`src/rtl/uart_pkg.sv`:
```
// uart_pkg: shared UART constants, receiver state encoding and parity selection
package uart_pkg;
  localparam int DBIT_DEF = 8;
  localparam int OS_DEF = 16;
  typedef enum logic [2:0] {
    IDLE   = 3'd0,
    START  = 3'd1,
    DATA   = 3'd2,
    PARITY = 3'd3,
    STOP   = 3'd4
  } state_t;
  typedef enum logic {PAR_EVEN = 1'b0, PAR_ODD = 1'b1} parity_t;
  localparam parity_t PARITY_TYPE = PAR_EVEN;
endpackage

```
`src/rtl/uart_sync2.sv`:
```
// uart_sync2: two-flop synchronizer for an async input, resets to 1 (idle line level)
module uart_sync2 (
  input  logic clk,
  input  logic reset,
  input  logic d,
  output logic q
);
  logic m;
  always_ff @(posedge clk or negedge reset)
    if (!reset) {q, m} <= 2'b11;
    else {q, m} <= {m, d};
endmodule

```
`src/rtl/uart_rx_deframer.sv`:
```
// uart_rx_deframer: 8-N-1 UART receiver with a one-entry valid/ready holding register.
// Define UART_RX_PARITY_EN to receive 8-E-1 frames and report parity errors.
module uart_rx_deframer
  import uart_pkg::*;
#(
  parameter int DBIT = DBIT_DEF,
  parameter int OS = OS_DEF
) (
  input  logic            clk,
  input  logic            reset,
  input  logic            rx,
  input  logic            tick,
  output logic [DBIT-1:0] dout,
  output logic            dout_valid,
  input  logic            dout_ready,
  output logic            frame_err,
  output logic            parity_err,
  output logic            overrun
);
  localparam int SW = $clog2(OS);
  localparam int NW = $clog2(DBIT);
  localparam logic [SW-1:0] S_MID = SW'(OS / 2 - 1);
  localparam logic [SW-1:0] S_END = SW'(OS - 1);
  localparam logic [NW-1:0] N_END = NW'(DBIT - 1);
`ifdef UART_RX_PARITY_EN
  localparam state_t AFTER_DATA = PARITY;
`else
  localparam state_t AFTER_DATA = STOP;
`endif
  state_t state_q, state_d;
  logic [SW-1:0] s_q, s_d;
  logic [NW-1:0] n_q, n_d;
  logic [DBIT-1:0] b_q, b_d;
  logic par_q, par_d;
  logic rx_s, rx_q;
  logic stop_hit, deliver;
  uart_sync2 u_sync (
    .clk(clk),
    .reset(reset),
    .d(rx),
    .q(rx_s)
  );
  always_comb begin
    state_d = state_q;
    s_d = s_q;
    n_d = n_q;
    b_d = b_q;
    par_d = par_q;
    stop_hit = 1'b0;
    unique case (state_q)
      IDLE:
        if (!rx_s && rx_q) begin
          state_d = START;
          s_d = '0;
        end
      START:
        if (tick) begin
          if (s_q == S_MID) begin
            state_d = rx_s ? IDLE : DATA;
            s_d = '0;
            n_d = '0;
            par_d = 1'b0;
          end else s_d = s_q + SW'(1);
        end
      DATA:
        if (tick) begin
          if (s_q == S_END) begin
            b_d = {rx_s, b_q[DBIT-1:1]};
            s_d = '0;
            n_d = n_q + NW'(1);
            state_d = (n_q == N_END) ? AFTER_DATA : DATA;
          end else s_d = s_q + SW'(1);
        end
`ifdef UART_RX_PARITY_EN
      PARITY:
        if (tick) begin
          if (s_q == S_END) begin
            par_d = (^b_q) ^ rx_s ^ (PARITY_TYPE == PAR_ODD);
            s_d = '0;
            state_d = STOP;
          end else s_d = s_q + SW'(1);
        end
`endif
      STOP:
        if (tick) begin
          if (s_q == S_END) begin
            state_d = IDLE;
            s_d = '0;
            stop_hit = 1'b1;
          end else s_d = s_q + SW'(1);
        end
      default: state_d = IDLE;
    endcase
  end
  // par_q holds "parity bad" for the frame in flight; it stays 0 when parity is compiled out
  assign deliver = stop_hit && rx_s && !par_q;
  always_ff @(posedge clk or negedge reset)
    if (!reset) begin
      state_q <= IDLE;
      s_q <= '0;
      n_q <= '0;
      b_q <= '0;
      par_q <= 1'b0;
      rx_q <= 1'b1;
      dout <= '0;
      dout_valid <= 1'b0;
      frame_err <= 1'b0;
      parity_err <= 1'b0;
      overrun <= 1'b0;
    end else begin
      state_q <= state_d;
      s_q <= s_d;
      n_q <= n_d;
      b_q <= b_d;
      par_q <= par_d;
      rx_q <= rx_s;
      frame_err <= stop_hit && !rx_s;
      parity_err <= stop_hit && par_q;
      overrun <= deliver && dout_valid && !dout_ready;
      if (deliver && (!dout_valid || dout_ready)) begin
        dout <= b_q;
        dout_valid <= 1'b1;
      end else if (dout_ready) dout_valid <= 1'b0;
    end
endmodule
```
`config.mk`:
```
export PLATFORM = sky130hd
export DESIGN_NAME = uart_rx_deframer
export DESIGN_NICKNAME = d
export VERILOG_FILES = /design/src/rtl/uart_pkg.sv /design/src/rtl/uart_sync2.sv /design/src/rtl/uart_rx_deframer.sv
export SDC_FILE = /design/constraint.sdc
export NUM_CORES = 1
export LEC_CHECK = 0
export ABC_AREA = 1
export CAP_MARGIN = 20
export CORE_MARGIN = 2
export CORE_UTILIZATION = 34
export CTS_CLUSTER_DIAMETER = 50
export DETAILED_ROUTE_END_ITERATION = 10
export HOLD_SLACK_MARGIN = 0.1
export PLACE_DENSITY = 0.62
export SYNTH_ARGS = -nofsm -noshare
export SYNTH_HDL_FRONTEND = slang
export SYNTH_SLANG_ARGS = --single-unit
```
`constraint.sdc`:
```
create_clock -name clk -period 1.8 [get_ports clk]
set_clock_uncertainty 0.2 [all_clocks]
set_input_delay 0.36 -clock clk [delete_from_list [all_inputs] [get_ports clk]]
set_output_delay 0.36 -clock clk [all_outputs]
set_load 0.1 [all_outputs]
```
==> results.md, run 1 <==
* Period utilization at between 90% and 100%
* Critical path type: flip-flop to flip-flop
* Initial antenna violation count at 0
* First-pass GRT wire length at 5170 µm
* Ys Warns at 0
* Final WL at about 2900 µm
* Yosys cell types at 27
* Min Tclk post-route at between 1.5 and 2 ns
* Synth Area per Inst at 8.96 µm²
* Post-cts resize count at 0
* HP Class: flip-flop to flip-flop
* Pwr dens at approximately 1000 nW/µm²
* Drt drc at 0
* Top-count cell post-synth: nand2_1
* Area contributors post-synth: dfrtp_1 (44%), nand2_1 (12%), o21ai_2 (5.3%), dfstp_2 (4.8%), inv_1 (4.1%)
* Synthesized area at 1650 µm²
* Mux cell area share after synthesis at 0%
* Synth Area in Simple Gates at 31.9%
* Largest net degree at the start of global routing at 33
* Initial Util at a little over a third
* Net count reported at finish at 226
* Syn nets at 192
* Root buf cell: clkbuf_8
* DR vias/cell at 4.56
* Final Hold Vio Count at 0
* Site Rows at 25
* Crit Path Max Fanout at 4
* CP Launch Type: flip-flop
* Antenna cells at 0
* Iteration-0 DRC Markers at 111
* CTS H-tree depth at 2
* Adder-Cell Fraction of Synth Area at 2.28%
* CTS buffer count at 5
* Final WS setup at 0.136 ns
* IO buf count at 15
* Post-synth top area share at 44.0%
* Die height at 73.6 µm
* Flip-flop and latch area at around 810 µm²
* Dpl hpwl at 2120 µm
* GR Overflow Total at 0
* CP arrival at 1.64 ns
* CP Cell Sequence: ha_1 -> nand2_1 -> inv_2 -> nand3_4 -> buf_4 -> nand2_1 -> nand3_2 -> nand2_1 -> nand2_1
* Crit-path max cell delay at 0.36 ns
* Sink Count at 32
* Max cap viols at 0
* Post-route cell area at 2190 µm²
* Hold Slack at 0.155 ns
* RR Startpoint: s_q[0]
* Hold Startpoint: u_sync.m
* Dpl ws at -0.0652 ns
* Synth Area in Compound Gates at 9.19%
* Synth Area in XOR/XNOR at 0%
* Global Route Usage Sum at 12.7%
* Yosys top cell by area: dfrtp_1
* Die area at approximately 5400 µm²
* Seq/Total Area, Yosys at roughly half
* Die Wd at about 74 µm
* WL/cell at 10.6 µm
* Fillcell total at 442
* Fmax at 601 MHz
* Worst path required time at 1.77 ns
* Core Area at 4690 µm²
* Drt pass-1 iters at 4
* Post-synth ARST share at 100%
* Final setup viols at 0
* Area occupied by multi-input gates at between 700 and 800 µm²
* Share of layout cells above drive strength 1 at approximately a third
* Cell leakage power at 0.00110 µW
* Peak supply drop at 0.000322 V
* Clk buf depth at 2
* Unrepaired setup endpoints after global routing: no
* Setup crit start: s_q[0]
* Post-synth EDFFs at 0
* Max Slew Vio Count at 0
* Post-CTS Setup Bufs at 0
* Routed via count at ~1200
* Outcome: completed
* I/O pins at 17
* Most frequent cells after synthesis: nand2_1 (53), dfrtp_1 (29), inv_1 (18)
* DRT antenna net count at 0
* Slowest-stage cell, CP: dfrtp_1
* Placed cell areas at roughly 2100 µm²
* Hold bufs inserted after CTS at 0
* Layout area overhead at 33.0%
* Top FF cell, synth: dfrtp_1
* Synth Register Bits at 32
* Cells after Synth at 184
* CP Capture Type: flip-flop
* Clk slew on worst S/H paths at 0.06 ns
* Main combinational cell family by area after synthesis: simple AND/OR/NAND/NOR gates
* Worst-Skew Late Latency at 0.28 ns
* Vias in the first global route at approximately 1200
* Gpl congestion at 0.741
* Total power draw at between 2000 and 2500 µW
* CP dominant cell by count: nand2_1
* TritonCTS clock tree: built
metal layers:
metal	global-route usage, %	wire, µm	vias to the layer above
met5	0	0	-
met4	5.45	58	0
met3	4.53	115	7
met2	18.1	1310	24
met1	17.3	1410	560
li1	-	-	654
worst paths after layout:
| check | slack, ns | endpoint | cells past startpoint |
|---|---|---|---|
| max in group asynchronous | 0.92 | u_sync.q | 2 |
| max reg2reg | 0.14 | n_q[1] | 9 |
| min | 0.16 | u_sync.q | 0 |
| max | 0.14 | n_q[1] | 9 |
| min reg2reg | 0.16 | u_sync.q | 0 |
| min in group asynchronous | 0.24 | state_q[0] | 2 |
placed cells by master, fill, tap and decap left out, types with 2 or more instances in the layout:
| cell | count |
|---|---|
| nand2_1 | 53 |
| dfrtp_1 | 28 |
| inv_1 | 18 |
| nor2_1 | 15 |
| buf_12 | 14 |
| buf_4 | 12 |
| nand3_1 | 11 |
| o21ai_2 | 10 |
| nand2_2 | 9 |
| nand4_1 | 7 |
| clkbuf_8 | 6 |
| inv_2 | 4 |
| clkdlybuf4s50_1 | 4 |
| a21oi_2 | 3 |
| ha_1 | 3 |
| dfstp_2 | 3 |
| nand3_2 | 2 |
| nor2_4 | 2 |
| o21a_1 | 2 |
| clkbuf_1 | 2 |
logic make-up after synthesis:
| logic type | after synthesis |
|---|---|
| AND/OR/NAND/NOR | 105 |
| other | 1 |
| flip-flops | 32 |
| AO/OA/AOI/OAI | 17 |
| adder cells (fa/ha/maj) | 3 |
| buffers and inverters | 26 |
layout make-up:
cell class              count  area share, %
clock buffers               8           4.11
inverters                  23           4.17
multi-input cells         126           33.2
flip-flops and latches     32           36.8
well taps                  54           3.08
repair buffers             30           18.7
power by group:
part           total [µW]  leakage, µW  internal (µW)  switching, µW
Sequential            839     0.000415            778           61.3
Clock                 557    0.0000455            311            246
Combinational         842     0.000638            346            496
per-stage QoR:
step / cells / util (%) / TNS [ns]
4_1_cts: 273 / 46.5 / 0
3_5_place_dp: 265 / 44.6 / -0.424
2_1_floorplan: 184 / - / 0
5_1_grt: 273 / 46.7 / 0
6_report: 273 / 46.7 / 0
3_3_place_gp: 265 / 44.6 / -0.329
registers in the layout, summed over array words and instances (netlist names):
| name | flops |
|---|---|
| n_q | 3 |
| s_q | 4 |
| state_q | 3 |
| overrun | 1 |
| u_sync.m | 1 |
| rx_q | 1 |
| dout_valid | 1 |
| u_sync.q | 1 |
| frame_err | 1 |
| dout | 8 |
| b_q | 8 |
worst max-delay path, delay by kind of cell (launching register included):
kind | cells | cell delay [ns]
flops | 1 | 0.36
fa+ha+maj | 1 | 0.18
buf+inv | 2 | 0.26
simple gates | 6 | 0.55
Note: power is estimated with default switching activity, not from simulation.
==> run 2: changes to the inputs <==
--- a/config.mk
+++ b/config.mk
@@ -12,7 +12,8 @@
 export CTS_CLUSTER_DIAMETER = 50
 export DETAILED_ROUTE_END_ITERATION = 10
 export HOLD_SLACK_MARGIN = 0.1
-export PLACE_DENSITY = 0.62
+export PLACE_DENSITY = 0.55
+export REMOVE_ABC_BUFFERS = 1
 export SYNTH_ARGS = -nofsm -noshare
 export SYNTH_HDL_FRONTEND = slang
 export SYNTH_SLANG_ARGS = --single-unit
==> results.md, run 2 (synthesized netlist as in run 1, its figures left out) <==
* Outcome: completed
* CP Capture Type: flip-flop
* Max Slew Vio Count at 0 (unchanged)
* DR vias/cell at 4.60 (+0.79%)
* Final Hold Vio Count at 0 (unchanged)
* Share of layout cells above drive strength 1 at 33.3% (unchanged)
* CP Launch Type: flip-flop
* First-pass GRT wire length at 5310 µm (+2.7%)
* WL/cell at 11.2 µm (+5.4%)
* Core Area at 4690 µm² (unchanged)
* Final WL at 3020 µm (+4.2%)
* Iteration-0 DRC Markers at 53 (-52%)
* Final core occ at 46.3% (-0.40 points)
* Die height at 73.6 µm (unchanged)
* Pwr dens at 1070 nW/µm² (+4.7%)
* Global Route Usage Sum at 13.0% (+0.35 points)
* Worst slew margin at 66.4%
* Reg-to-Reg End: b_q[5]
* DRT antenna net count at 0 (unchanged)
* Critical path type: flip-flop to flip-flop
* TritonCTS clock tree: built
* Period utilization at 90.8% (-1.6 points)
* Total power draw at 2320 µW (+3.8%)
* Commonest non-fill, non-tap cell in the layout: nand2_1
* Regs by FF count: b_q x8, dout x8, s_q x4
* Site Rows at 25 (unchanged)
* Clk buf depth at 2 (unchanged)
* Unrepaired setup endpoints after global routing: no
* Post-CTS Setup Bufs at 0 (unchanged)
* Initial antenna violation count at 0 (unchanged)
* Peak supply drop at 0.000561 V (+74%)
* Root buf cell: clkbuf_8
* RR Startpoint: s_q[0]
* Final setup viols at 0 (unchanged)
* Initial Util at 35.1% (unchanged)
* HP Class: flip-flop to flip-flop
* CP arrival at 1.65 ns (about the same)
* Worst-Margin Slew at 0.502 ns
* Drt pass-1 iters at 4 (unchanged)
* Worst path required time at 1.82 ns (+0.05 ns)
* Max cap viols at 0 (unchanged)
* Gpl congestion at 0.821 (+11%)
* Worst-Skew Late Latency at 0.28 ns (about the same)
* Die Wd at 73.6 µm (unchanged)
* Min Tclk post-route at 1.64 ns (-0.0288 ns)
* GR Overflow Total at 0 (unchanged)
* Crit Path Max Fanout at 16 (+12)
* Drt drc at 0 (unchanged)
* Layout area overhead at 31.9%
* Die area at 5420 µm² (unchanged)
* Routed via count at 1241 (-0.32%)
* Vias in the first global route at 1226 (+5.2%)
* Net count reported at finish at 223 (-1.3%)
* Commonest non-fill, non-tap cells in the layout: nand2_1 (51), dfrtp_1 (29), inv_1 (18)
* Cell leakage power at 0.00109 µW (-0.99%)
* Fmax at 612 MHz (+1.8%)
* Largest net degree at the start of global routing at 33 (unchanged)
* Hold bufs inserted after CTS at 0 (unchanged)
* Dpl hpwl at 2230 µm (+5.3%)
* I/O pins at 17 (unchanged)
* CTS H-tree depth at 2 (unchanged)
* Clk slew on worst S/H paths at 0.07 ns (about the same)
* Worst Reg2Reg Path Length in Cells at 9 (unchanged)
* Sink Count at 32 (unchanged)
* Worst setup path end: b_q[5]
* Setup crit start: s_q[0]
* Worst R2R Setup Slack at 0.16 ns (+0.03 ns)
* Antenna cells at 0 (unchanged)
* CTS buffer count at 5 (unchanged)
* IO buf count at 15 (unchanged)
==> run 2: report_power, final <==
group | switching (µW) | internal, µW | total (µW) | leakage (µW)
sequential | 62.7 | 777 | 840 | 0.000416
combinational | 504 | 301 | 804 | 0.000615
clock | 268 | 410 | 678 | 0.0000552
total | 834 | 1490 | 2320 | 0.00109
==> run 2: cell type report <==
class	count	area [µm²]
inverter	23	91.3
sequential	32	805
clock inverter	2	35.0
fill	442	2520
timing repair buffer	27	363
multi-input combinational	126	739
tap	54	67.6
clock buffer	6	72.6
==> run 2: how the worst min path moves through the flow <==
stage	start	to	slack, ns	cells after the start
6_report	u_sync.m	u_sync.q	0.16	0
5_1_grt	u_sync.m	u_sync.q	0.16	0
4_1_cts	u_sync.m	u_sync.q	0.16	0
3_5_place_dp	u_sync.m	u_sync.q	0.15	0
3_3_place_gp	u_sync.m	u_sync.q	0.15	0
2_1_floorplan	reset	b_q[0]	-0.14	0
==> run 2: layer usage <==
metal,global-route usage (%),vias to the layer above,part of all wire (%)
met5,0,-,0
li1,-,642,-
met2,21.0,22,49
met3,4.80,7,4.0
met1,15.3,570,44
met4,6.06,0,2.7
==> run 2: critical path, stage by stage (launching register included) <==
cell	delay [ns]
dfrtp_1	0.40
ha_1	0.21
nand2_1	0.10
inv_2	0.07
nand3_4	0.08
clkinv_4	0.06
buf_4	0.15
nand2_8	0.13
nor2_1	0.06
a21oi_2	0.09
==> run 2: per-stage QoR <==
stage / std cells / hold WS [ns] / TNS (ns) / worst slack, ns / cell area (µm²)
finish: 270 / 0.158 / 0 / 0.165 / 2170
global route: 270 / 0.161 / 0 / 0.00216 / 2170
CTS: 270 / 0.161 / 0 / 0.0886 / 2150
detailed placement: 262 / 0.154 / -0.825 / -0.105 / 2040
global placement: 262 / 0.147 / -0.700 / -0.0799 / 2040
floorplan: 181 / -0.136 / -0.255 / -0.0642 / 1610
==> run 2: repair_timing <==
item	4_1_cts	5_1_grt
endpoints found under the setup margin	0	9
resized for setup	0	4
endpoints found under the hold margin	0	0
